$ cat config.mk
export PLATFORM = sky130hd
export DESIGN_NAME = lisa_lsu_flat
export DESIGN_NICKNAME = d
export VERILOG_FILES = /design/src/rtl/lisa_lsu_if.sv /design/src/rtl/lisa_lsu.sv /design/src/flat_wrapper.sv
export SDC_FILE = /design/constraint.sdc
export NUM_CORES = 1
export LEC_CHECK = 0
export ABC_AREA = 1
export ABC_CLOCK_PERIOD_IN_PS = 3010
export BUFFER_PORTS_ARGS = -buffer_cell sky130_fd_sc_hd__clkbuf_2
export CORE_AREA = 5 5 79 135
export CTS_CLUSTER_DIAMETER = 120
export CTS_CLUSTER_SIZE = 25
export DETAILED_ROUTE_END_ITERATION = 7
export DIE_AREA = 0 0 84 140
export MAX_ROUTING_LAYER = met4
export PLACE_DENSITY_LB_ADDON = 0.1
export REMOVE_ABC_BUFFERS = 1
export SYNTH_ARGS = -nofsm -noshare
export SYNTH_HDL_FRONTEND = slang
export SYNTH_SLANG_ARGS = --single-unit
$ cat constraint.sdc
create_clock -name clk -period 3.01 [get_ports clk]
set_input_delay 0.4515 -clock clk [delete_from_list [all_inputs] [get_ports clk]]
set_output_delay 0.4515 -clock clk [all_outputs]
set_load 0.02 [all_outputs]
$ cat src/rtl/lisa_lsu_if.sv
// Core request/response and data-memory port of the LISA load/store unit.
// The master side is the core plus memory; the slave side is the LSU.
interface lisa_lsu_if #(
  parameter int ADDR_W = 16
);
  logic              req_valid;
  logic              req_ready;
  logic              req_write;
  logic [1:0]        req_size;
  logic              req_signed;
  logic [ADDR_W-1:0] req_addr;
  logic [31:0]       req_wdata;
  logic              resp_valid;
  logic [31:0]       resp_rdata;
  logic              resp_err;
  logic              mem_write_en;
  logic [ADDR_W-1:0] mem_addr;
  logic [31:0]       mem_write_data;
  logic [31:0]       mem_read_data;

  modport master (
    output req_valid, req_write, req_size, req_signed, req_addr, req_wdata, mem_read_data,
    input  req_ready, resp_valid, resp_rdata, resp_err, mem_write_en, mem_addr, mem_write_data
  );

  modport slave (
    input  req_valid, req_write, req_size, req_signed, req_addr, req_wdata, mem_read_data,
    output req_ready, resp_valid, resp_rdata, resp_err, mem_write_en, mem_addr, mem_write_data
  );
endinterface

$ cat src/rtl/lisa_lsu.sv
// LISA load/store unit: one request at a time, sub-word stores done as
// read-modify-write because the data memory always writes a full word.
//
// state  | meaning
// IDLE   | req_ready high, waiting for a request
// LOAD   | memory read of addr_q, extended result captured at the edge
// RMW_RD | read of the word under a sub-word store, merged into wdata_q
// STORE  | single-cycle write strobe of wdata_q at addr_q
// RESP   | one-cycle response pulse to the core
module lisa_lsu #(
  parameter bit ALIGN_CHECK = 1'b0,
  parameter int ADDR_W      = 16
) (
  input  logic       clk,
  input  logic       rst,
  lisa_lsu_if.slave  bus
);
  typedef enum logic [2:0] {IDLE, LOAD, RMW_RD, STORE, RESP} state_t;

  state_t            state;
  logic [1:0]        size_q;
  logic              signed_q;
  logic [ADDR_W-1:0] addr_q;
  logic [31:0]       wdata_q;
  logic [31:0]       rdata_q;
  logic              err_q;

  logic              misaligned;
  logic [31:0]       load_ext;
  logic [31:0]       merge_word;
  logic              mem_active;

  always_comb begin
    misaligned = 1'b0;
    if (bus.req_size == 2'd1)
      misaligned = bus.req_addr[0];
    else if (bus.req_size[1])
      misaligned = (bus.req_addr[1:0] != 2'b00);
  end

  always_comb begin
    load_ext = bus.mem_read_data;
    case (size_q)
      2'd0:    load_ext = {{24{signed_q & bus.mem_read_data[7]}},  bus.mem_read_data[7:0]};
      2'd1:    load_ext = {{16{signed_q & bus.mem_read_data[15]}}, bus.mem_read_data[15:0]};
      default: load_ext = bus.mem_read_data;
    endcase
  end

  always_comb begin
    if (size_q == 2'd0)
      merge_word = {bus.mem_read_data[31:8], wdata_q[7:0]};
    else
      merge_word = {bus.mem_read_data[31:16], wdata_q[15:0]};
  end

  always_ff @(posedge clk or posedge rst) begin
    if (rst) begin
      state    <= IDLE;
      size_q   <= 2'd0;
      signed_q <= 1'b0;
      addr_q   <= '0;
      wdata_q  <= 32'd0;
      rdata_q  <= 32'd0;
      err_q    <= 1'b0;
    end else begin
      case (state)
        IDLE: begin
          if (bus.req_valid) begin
            size_q   <= bus.req_size;
            signed_q <= bus.req_signed;
            addr_q   <= bus.req_addr;
            wdata_q  <= bus.req_wdata;
            rdata_q  <= 32'd0;
            err_q    <= 1'b0;
            if (ALIGN_CHECK && misaligned) begin
              err_q <= 1'b1;
              state <= RESP;
            end else if (!bus.req_write)
              state <= LOAD;
            else if (bus.req_size[1])
              state <= STORE;
            else
              state <= RMW_RD;
          end
        end
        LOAD: begin
          rdata_q <= load_ext;
          state   <= RESP;
        end
        RMW_RD: begin
          wdata_q <= merge_word;
          state   <= STORE;
        end
        STORE:   state <= RESP;
        RESP:    state <= IDLE;
        default: state <= IDLE;
      endcase
    end
  end

  // Memory port is decoded straight from the state register, so an async
  // reset kills any in-flight access in the same instant.
  assign mem_active         = (state == LOAD) || (state == RMW_RD) || (state == STORE);
  assign bus.mem_addr       = mem_active ? addr_q : '0;
  assign bus.mem_write_en   = (state == STORE);
  assign bus.mem_write_data = (state == STORE) ? wdata_q : 32'd0;

  assign bus.req_ready  = (state == IDLE);
  assign bus.resp_valid = (state == RESP);
  assign bus.resp_rdata = rdata_q;
  assign bus.resp_err   = err_q;
endmodule

$ cat src/flat_wrapper.sv
// flat-port wrapper written by rule: the top's interface ports become plain ports
module lisa_lsu_flat 
#(
  parameter bit ALIGN_CHECK = 1'b0,
  parameter int ADDR_W      = 16
)
  (clk, rst, bus_req_valid, bus_req_write, bus_req_size, bus_req_signed, bus_req_addr, bus_req_wdata, bus_mem_read_data, bus_req_ready, bus_resp_valid, bus_resp_rdata, bus_resp_err, bus_mem_write_en, bus_mem_addr, bus_mem_write_data);
  lisa_lsu_if #(.ADDR_W(ADDR_W)) bus_i ();
  input  logic clk;
  input  logic rst;
  input wire logic [$bits(bus_i.req_valid)-1:0] bus_req_valid;
  input wire logic [$bits(bus_i.req_write)-1:0] bus_req_write;
  input wire logic [$bits(bus_i.req_size)-1:0] bus_req_size;
  input wire logic [$bits(bus_i.req_signed)-1:0] bus_req_signed;
  input wire logic [$bits(bus_i.req_addr)-1:0] bus_req_addr;
  input wire logic [$bits(bus_i.req_wdata)-1:0] bus_req_wdata;
  input wire logic [$bits(bus_i.mem_read_data)-1:0] bus_mem_read_data;
  output wire logic [$bits(bus_i.req_ready)-1:0] bus_req_ready;
  output wire logic [$bits(bus_i.resp_valid)-1:0] bus_resp_valid;
  output wire logic [$bits(bus_i.resp_rdata)-1:0] bus_resp_rdata;
  output wire logic [$bits(bus_i.resp_err)-1:0] bus_resp_err;
  output wire logic [$bits(bus_i.mem_write_en)-1:0] bus_mem_write_en;
  output wire logic [$bits(bus_i.mem_addr)-1:0] bus_mem_addr;
  output wire logic [$bits(bus_i.mem_write_data)-1:0] bus_mem_write_data;
  assign bus_i.req_valid = bus_req_valid;
  assign bus_i.req_write = bus_req_write;
  assign bus_i.req_size = bus_req_size;
  assign bus_i.req_signed = bus_req_signed;
  assign bus_i.req_addr = bus_req_addr;
  assign bus_i.req_wdata = bus_req_wdata;
  assign bus_i.mem_read_data = bus_mem_read_data;
  assign bus_req_ready = bus_i.req_ready;
  assign bus_resp_valid = bus_i.resp_valid;
  assign bus_resp_rdata = bus_i.resp_rdata;
  assign bus_resp_err = bus_i.resp_err;
  assign bus_mem_write_en = bus_i.mem_write_en;
  assign bus_mem_addr = bus_i.mem_addr;
  assign bus_mem_write_data = bus_i.mem_write_data;
  lisa_lsu #(.ALIGN_CHECK(ALIGN_CHECK), .ADDR_W(ADDR_W)) u_core (.clk(clk), .rst(rst), .bus(bus_i));
endmodule
# Yosys cells after proc, flatten, opt, wreduce, memory -nomap -nowiden
# Cells that the tools add are included.
# word_totals
inputBits,87
register_bits,86
# op_classes
bitwise,3
n_eq_ne,7
n_mux,12
n_reduce_logical,12
# ops
op,count
$pmux W32 S2,3
$mux W32,3
$mux W16,2
$pmux W3 S3,1
$eq A3 B2 Y1 const B,2
$mux W3,2
$reduce_and A2 Y1,3
$reduce_and A3 Y1,2
$reduce_bool A2 Y1,2
$eq A3 B1 Y1 const B,1
$eq A3 B3 Y1 const B,1
$logic_not A3 Y1,1
$and A1 B1 Y1,2
$eq A2 B1 Y1 const B,1
$logic_not A2 Y1,1
$logic_or A1 B1 Y1,2
$ne A2 B1 Y1 const B,1
$ne A2 B2 Y1 const B,1
$reduce_or A2 Y1,1
$mux W1,1
$not A1 Y1,1

# Depth between registers and ports, before layout
# Gate-level depths: netlist (run 1).
# logic_depth
ltp_word,4
mapped_depth,8
mapped_depth_nobuf,6

# Worst setup path after synthesis (run 1)
# No wires, ideal clock.
# synth_path
kind,register to output
from,register u_core.state[2]
to,output bus_mem_write_data[10]
setup_slack_ns,1.029
required_ns,2.558
n_path_buf,1
path_stages_with_launch,7
arrival_ns,1.529
path_cell_list,dfrtp_1 > inv_2 > nand2_1 > nor2_1 > inv_1 > buf_2 > nor2_1
# synth_via
elab_chain_cells,2
# synth_rtl
element,line,source
from (decl),lisa_lsu.sv:20,state_t state;
from (signal assigned),lisa_lsu.sv:59,state <= IDLE;
from (signal assigned),lisa_lsu.sv:78,state <= RESP;
from (signal assigned),lisa_lsu.sv:80,state <= LOAD;
$eq A3 B2 Y1,-,
via bus_mem_write_en,flat_wrapper.sv:22,output wire logic [$bits(bus_i.mem_write_en)-1:0] bus_mem_write_en;
$mux W32,lisa_lsu.sv:107,assign bus.mem_write_data = (state == STORE) ? wdata_q : 32'd0;
to (decl),flat_wrapper.sv:24,output wire logic [$bits(bus_i.mem_write_data)-1:0] bus_mem_write_data;
# The timed path passes the listed nets, and every way through them passes these cells.

# Worst setup path after layout (run 1)
# layout_path
from,register u_core.state[1]
to,output bus_mem_write_data[26]
# layout_via
elab_chain_cells,2
# layout_rtl
element,line
$eq A3 B2 Y1,lisa_lsu.sv:107
$mux W32,lisa_lsu.sv:107
# Every way passes these cells.

==> results of run 1 <==
## routing by layer
metal  vias up  share of wire, %  global-route usage [%]  wire length (microns)
met5         -                 0                       -                      0
met4         0               2.2                   8.051                    251
met3        19               7.0                   4.935                    786
met2       137                50                   33.91                   5633
met1      1814                40                   22.40                   4535
li1       2047                 -                       -                      -
## cell type report
| type | instances | area, sq um |
|---|---|---|
| clock buffer | 9 | 225.2 |
| clock inverter | 7 | 72.57 |
| fill | 957 | 3984 |
| inverter | 77 | 290.3 |
| multi-input combinational | 385 | 1652 |
| sequential | 86 | 2152 |
| tap | 122 | 152.6 |
| timing repair buffer | 172 | 880.8 |
## sequential cells by signal, summed over array words and instances, names as in the netlist
name	flops
u_core.wdata_q	32
u_core.bus.resp_rdata	32
u_core.addr_q	16
u_core.size_q	2
u_core.state	3
u_core.signed_q	1
## cells in the mapped netlist
cell type                  count  area, sq um
sky130_fd_sc_hd__buf_1         1        3.750
sky130_fd_sc_hd__dfrtp_1      86         2152
sky130_fd_sc_hd__a21oi_1      18        90.09
sky130_fd_sc_hd__nor2_1       52        195.2
sky130_fd_sc_hd__conb_1        1        3.750
sky130_fd_sc_hd__buf_6         4        45.04
sky130_fd_sc_hd__buf_4        10        75.07
sky130_fd_sc_hd__nor2_4        3        33.78
sky130_fd_sc_hd__nand2_2       3        18.77
sky130_fd_sc_hd__inv_2         5        18.77
sky130_fd_sc_hd__nand3_4       2        35.03
sky130_fd_sc_hd__buf_2        12        60.06
sky130_fd_sc_hd__o21ai_0      42        210.2
sky130_fd_sc_hd__nand2_4       1        11.26
sky130_fd_sc_hd__inv_1        72        270.3
sky130_fd_sc_hd__nand3_2       4        40.04
sky130_fd_sc_hd__clkbuf_1      2        7.510
sky130_fd_sc_hd__nand3_1      17        85.08
sky130_fd_sc_hd__nand2_1     234        878.3
sky130_fd_sc_hd__nand4_1       8        50.05
## final timing paths
check / end / slack [ps]
worst min register to register: u_core.bus.resp_rdata[15] / 470
worst min-delay path: u_core.wdata_q[4] / 200
worst max-delay path: bus_mem_write_data[26] / 650
max in group asynchronous: u_core.addr_q[11] / 2120
min in group clk: u_core.bus.resp_rdata[0] / 320
worst max register to register: u_core.bus.resp_rdata[11] / 780
## cells by family (layout without fill, tap and decap cells)
| family | after synthesis | after routing | share of synthesized area [%] |
|---|---|---|---|
| flops | 86 | 86 | 50.23 |
| compound gates | 60 | 60 | 7.009 |
| buf+inv | 106 | 265 | 11.21 |
| other cells | 1 | 1 | 0.08753 |
| simple gates | 324 | 324 | 31.45 |
## worst max-delay path: stages, from the launching register on
cell                       delay, ps
sky130_fd_sc_hd__dfrtp_1         600
sky130_fd_sc_hd__inv_1           180
sky130_fd_sc_hd__nor2_1          160
sky130_fd_sc_hd__inv_1            50
sky130_fd_sc_hd__buf_4           230
sky130_fd_sc_hd__nor2_1          150
sky130_fd_sc_hd__clkbuf_2        190
## metrics by stage
step	utilization, %	instances	hold WS, ps
6_report	57.66	858	200.8
5_1_grt	57.66	858	264.7
4_1_cts	57.66	858	221.1
3_5_place_dp	54.49	842	461.5
3_3_place_gp	54.49	842	455.6
2_1_floorplan	-	548	448.9
## power breakdown
part | internal, uW | leakage (uW) | switching [uW] | total (uW)
logic | 748 | 0.00203 | 1760 | 2500
clock network | 645 | 0.000142 | 455 | 1100
registers | 1650 | 0.00109 | 281 | 1930
total | 3050 | 0.00326 | 2490 | 5540
==> metrics.yaml, run 1 <==
cts_tree: "built"
synth-seq-area-share_pct: 50.23
upper_clock_frequency_limit_ghz: 0.4237
timing.final.crit_share_pct: 78.41
grt_antenna_before_repair: 0
groute.usage.overall_pct: 19.97
clk_path_buf_depth: 2
syn-mean-instance-area_sq_um: 7.425
number_of_nets_still_failing_antenna_checks_after_routing: 0
y_dimension_of_the_die_microns: 140
startpoint: "u_core.state[1]"
worst_pin_slew_ps: 717.0
max-slew-margin-rel_pct: 52.15
clock_sinks: 86
worst_ep_arrival_time_ps: 1910
dr_total_vias: 4017
leakage_power_uw: 0.003262
total_power_consumption_of_the_routed_design_uw: 5538
routed_via_density: 4.682
final_routed_wirelength_across_all_metal_layers_microns: 11210
number_of_global_route_vias_before_repair: 4200
critPathMaxFanout: 32
pin_count: 171
drcViolationCount: 0
initial_core_utilization_pct: 45.53
detail_route.first_pass.iterations: 4
numPortBuffers: 169
global_route.overflow_total: 0
die_width_microns: 84
unrepaired_setup_endpoints_after_global_routing: "no"
peakVddDrop_uv: 612.7
insertedDiodeCount: 0
yosys_register_bits: 86
post_layout_inst_area_sq_mm: 0.005425
htree_num_levels: 3
synth-warning-count: 0
crit_type: "flop to primary output"
most_common_cell_after_layout_fill_and_taps_aside: "sky130_fd_sc_hd__nand2_1"
post_route_cells_drive_above_1_share_pct: 28.13
post-dp-hpwl_microns: 8576
insertion_delay_ps: 330
most-common-layout-cells: "sky130_fd_sc_hd__nand2_1 (234), sky130_fd_sc_hd__clkbuf_2 (169), sky130_fd_sc_hd__dfrtp_1 (86)"
numCtsBuffers: 9
powerDensity_mw_per_mm2: 1021
fin_crit_ps: 2360
fin_nets: 818
syn-cell-area_sq_mm: 0.004284
post_cts_resized: 0
run_status: "completed"
pre_cts_ws_ps: 760.7
endpoint_kind: "primary output"
max-cap-violations: 0
syn-instance-count: 577
critPathRequiredTime_ps: 2560
gp_congestion: 0.8983
clock-skew-final_ps: 5.928
fp.dieArea_sq_mm: 0.01176
path_clk_slew_ps: 60
slew_violations: 0
cts_root_buf: "sky130_fd_sc_hd__clkbuf_16"
final.setup.tns_ps: 0
rr_startpoint: "u_core.state[1]"
placed_area_sq_mm: 0.005127
worstRegToRegCells: 6
min-delay-path-class: "input pin to asynchronous set/reset pin"
setup_ws_final_ps: 649.9
maximum_number_of_pins_on_one_net_before_global_route_repair: 53
post_cts_hold_buffer_count: 0
relative_area_change_from_synthesis_to_final_layout_pct: 26.64
num_rows: 47
route.detailed.wl_per_inst_microns: 13.06
synth_cell_type_count: 20
grt_first_pass_wirelength_microns: 18880
cts.repair_timing.setup_buffer_count: 0
final-setup-viol-count: 0
drt_iter0_markers: 170
core_region_area_sq_mm: 0.009409
hold_violations_final: 0
worst_setup_path_start_kind: "flop"
Note: power is estimated with default switching activity, not from simulation.
==> run 2, diff against run 1 <==
--- a/config.mk
+++ b/config.mk
@@ -6,13 +6,13 @@
 export NUM_CORES = 1
 export LEC_CHECK = 0
 export ABC_AREA = 1
-export ABC_CLOCK_PERIOD_IN_PS = 3010
+export ABC_CLOCK_PERIOD_IN_PS = 2100
 export BUFFER_PORTS_ARGS = -buffer_cell sky130_fd_sc_hd__clkbuf_2
-export CORE_AREA = 5 5 79 135
+export CORE_AREA = 5 5 81 139
 export CTS_CLUSTER_DIAMETER = 120
 export CTS_CLUSTER_SIZE = 25
 export DETAILED_ROUTE_END_ITERATION = 7
-export DIE_AREA = 0 0 84 140
+export DIE_AREA = 0 0 86 144
 export MAX_ROUTING_LAYER = met4
 export PLACE_DENSITY_LB_ADDON = 0.1
 export REMOVE_ABC_BUFFERS = 1
==> constraint.sdc (replaced) <==
create_clock -name clk -period 2.1 [get_ports clk]
set_input_delay 0.315 -clock clk [delete_from_list [all_inputs] [get_ports clk]]
set_output_delay 0.315 -clock clk [all_outputs]
set_load 0.02 [all_outputs]
==> run 2 against run 1 <==
Compared with the run above: combinational power grew 51%; non-clock buffer count grew 8; global-route usage shrank 0.86 points.
==> metrics.yaml, run 2 (synthesis gave the netlist of run 1 again) <==
run_status: "completed"
top_layer: "met4"
core_region_area_sq_mm: 0.01012
dr_total_vias: 4029
cp_top_family: "buffers and inverters"
relative_area_change_from_synthesis_to_final_layout_pct: 29.03
most_common_cell_after_layout_fill_and_taps_aside: "sky130_fd_sc_hd__nand2_1"
worst_setup_path_start_kind: "flop"
timing.final.crit_share_pct: 94.79
routed_via_density: 4.631
die_width_microns: 86
seqCellArea_sq_mm: 0.002153
critPathRequiredTime_ps: 1780
path_clk_slew_ps: 60
fin_crit_ps: 1991
grt_antenna_before_repair: 0
numPortBuffers: 169
post_route_cells_drive_above_1_share_pct: 29.07
placed_cells_incl_taps: 853
critical_path.slowest_cell: "sky130_fd_sc_hd__dfrtp_2"
detail_route.first_pass.iterations: 5
peakVddDrop_uv: 834.0
post_layout_cell_count: 870
numCtsBuffers: 9
route.detailed.wl_per_inst_microns: 13.05
insertion_delay_ps: 330
worst_pin_slew_ps: 681.0
htree_num_levels: 3
num_rows: 49
critPathMaxFanout: 32
most-common-layout-cells: "sky130_fd_sc_hd__nand2_1 (234), sky130_fd_sc_hd__clkbuf_2 (169), sky130_fd_sc_hd__dfrtp_1 (85)"
groute.usage.overall_pct: 19.11
dr_wl_met3_microns: 728
max-slew-margin-rel_pct: 54.49
clock-skew-final_ps: 4.889
insertedDiodeCount: 0
fp.dieArea_sq_mm: 0.01238
cts_tree: "built"
number_of_nets_still_failing_antenna_checks_after_routing: 0
min-delay-path-class: "input pin to asynchronous set/reset pin"
upper_clock_frequency_limit_ghz: 0.5023
final-setup-viol-count: 0
pin_count: 171
worst_ep_arrival_time_ps: 1680
crit_path_cell_chain: "inv_1 -> nor2_1 -> inv_1 -> buf_4 -> nor2_1 -> clkbuf_2"
initial_core_utilization_pct: 42.35
hold_violations_final: 0
multiInputGateArea_sq_mm: 0.001657
global_route.overflow_total: 0
powerDensity_mw_per_mm2: 1483
cp.buffers_inverters: 4
y_dimension_of_the_die_microns: 144
post-dp-hpwl_microns: 8615
grt_first_pass_wirelength_microns: 18290
maximum_number_of_pins_on_one_net_before_global_route_repair: 53
final_routed_wirelength_across_all_metal_layers_microns: 11360
clock_sinks: 86
cts_root_buf: "sky130_fd_sc_hd__clkbuf_16"
met2RoutedLength_microns: 5659
drcViolationCount: 0
fin_nets: 826
leakage_power_uw: 0.003318
num-fill-cells: 1036
clk_path_buf_depth: 2
cpPeakStageDelay_ps: 440
final_util_pct: 54.64
drt_iter0_markers: 160
slew_violations: 0
gp_congestion: 0.8785
fin_worst_hold_slack_ps: 34.80
detail_route.wirelength.met1_microns: 4691
max-cap-violations: 0
crit_type: "flop to primary output"
endpoint_kind: "primary output"
number_of_global_route_vias_before_repair: 3987
[run 2: cell types whose count changed in the layout (fill, tap and decap cells not counted)]
cell,change
sky130_fd_sc_hd__buf_4,+8
sky130_fd_sc_hd__clkbuf_8,+2
sky130_fd_sc_hd__inv_6,-2
sky130_fd_sc_hd__bufinv_16,+1
sky130_fd_sc_hd__clkinv_2,-1
sky130_fd_sc_hd__clkinvlp_4,-1
sky130_fd_sc_hd__dfrtp_1,-1
sky130_fd_sc_hd__dfrtp_2,+1
sky130_fd_sc_hd__inv_1,-1
sky130_fd_sc_hd__inv_4,+1
sky130_fd_sc_hd__nand2_2,-1
sky130_fd_sc_hd__nand2_4,+1
[run 2: cell type report]
| class | count | area share, % |
|---|---|---|
| Clock inverter | 4 | 1.268 |
| Clock buffer | 11 | 4.572 |
| Sequential cell | 86 | 38.95 |
| Timing Repair Buffer | 180 | 17.02 |
| Multi-Input combinational cell | 385 | 29.97 |
| Inverter | 77 | 5.342 |
| Tap cell | 127 | 2.875 |
[run 2: path summary, 6_finish.rpt]
| path | startpoint | endpoint | slack [ps] | depth (start not counted) |
|---|---|---|---|---|
| worst max-delay path | u_core.state[1] | bus_mem_write_data[30] | 110 | 6 |
| worst min-delay path | rst | u_core.wdata_q[4] | 30 | 2 |
| worst max register to register | u_core.state[0] | u_core.wdata_q[11] | 430 | 7 |
| worst min register to register | u_core.bus.resp_rdata[18] | u_core.bus.resp_rdata[18] | 470 | 2 |
| max in group asynchronous | rst | u_core.addr_q[1] | 1480 | 3 |
| min in group clk | bus_mem_read_data[4] | u_core.bus.resp_rdata[4] | 180 | 3 |
[run 2: per-stage QoR]
stage	instance area [sq um]	TNS, ps	power, uW	setup WS (ps)
2_1_floorplan	4093	-39870	5251	-436.8
3_3_place_gp	5180	0	6463	324.4
3_5_place_dp	5180	0	6532	237.9
4_1_cts	5504	0	8263	20.50
5_1_grt	5528	-4.970	8910	-4.694
6_report	5528	0	8200	109.3
[run 2: metal layers]
| metal | up-vias | global-route usage [%] |
|---|---|---|
| met4 | 0 | 8.090 |
| met5 | - | - |
| li1 | 2059 | - |
| met3 | 21 | 3.478 |
| met1 | 1803 | 22.33 |
| met2 | 146 | 32.05 |
[run 2: worst reg2reg max path, delay by kind of cell (launching register included)]
family | cells | cell delay, ps
buf+inv | 2 | 630
flops | 1 | 470
simple gates | 5 | 500
[run 2: where the power goes]
part           total [uW]  internal [uW]  switching [uW]
registers            2730           2370             352
logic                3780           1150            2630
clock network        1690           1090             598
[run 2: timing repair]
action	4_1_cts	5_1_grt
resized for setup	1	2
pin swaps	0	0
setup buffers	0	2
cloned	0	0
hold buffers	0	0
endpoints found under the setup margin	47	48
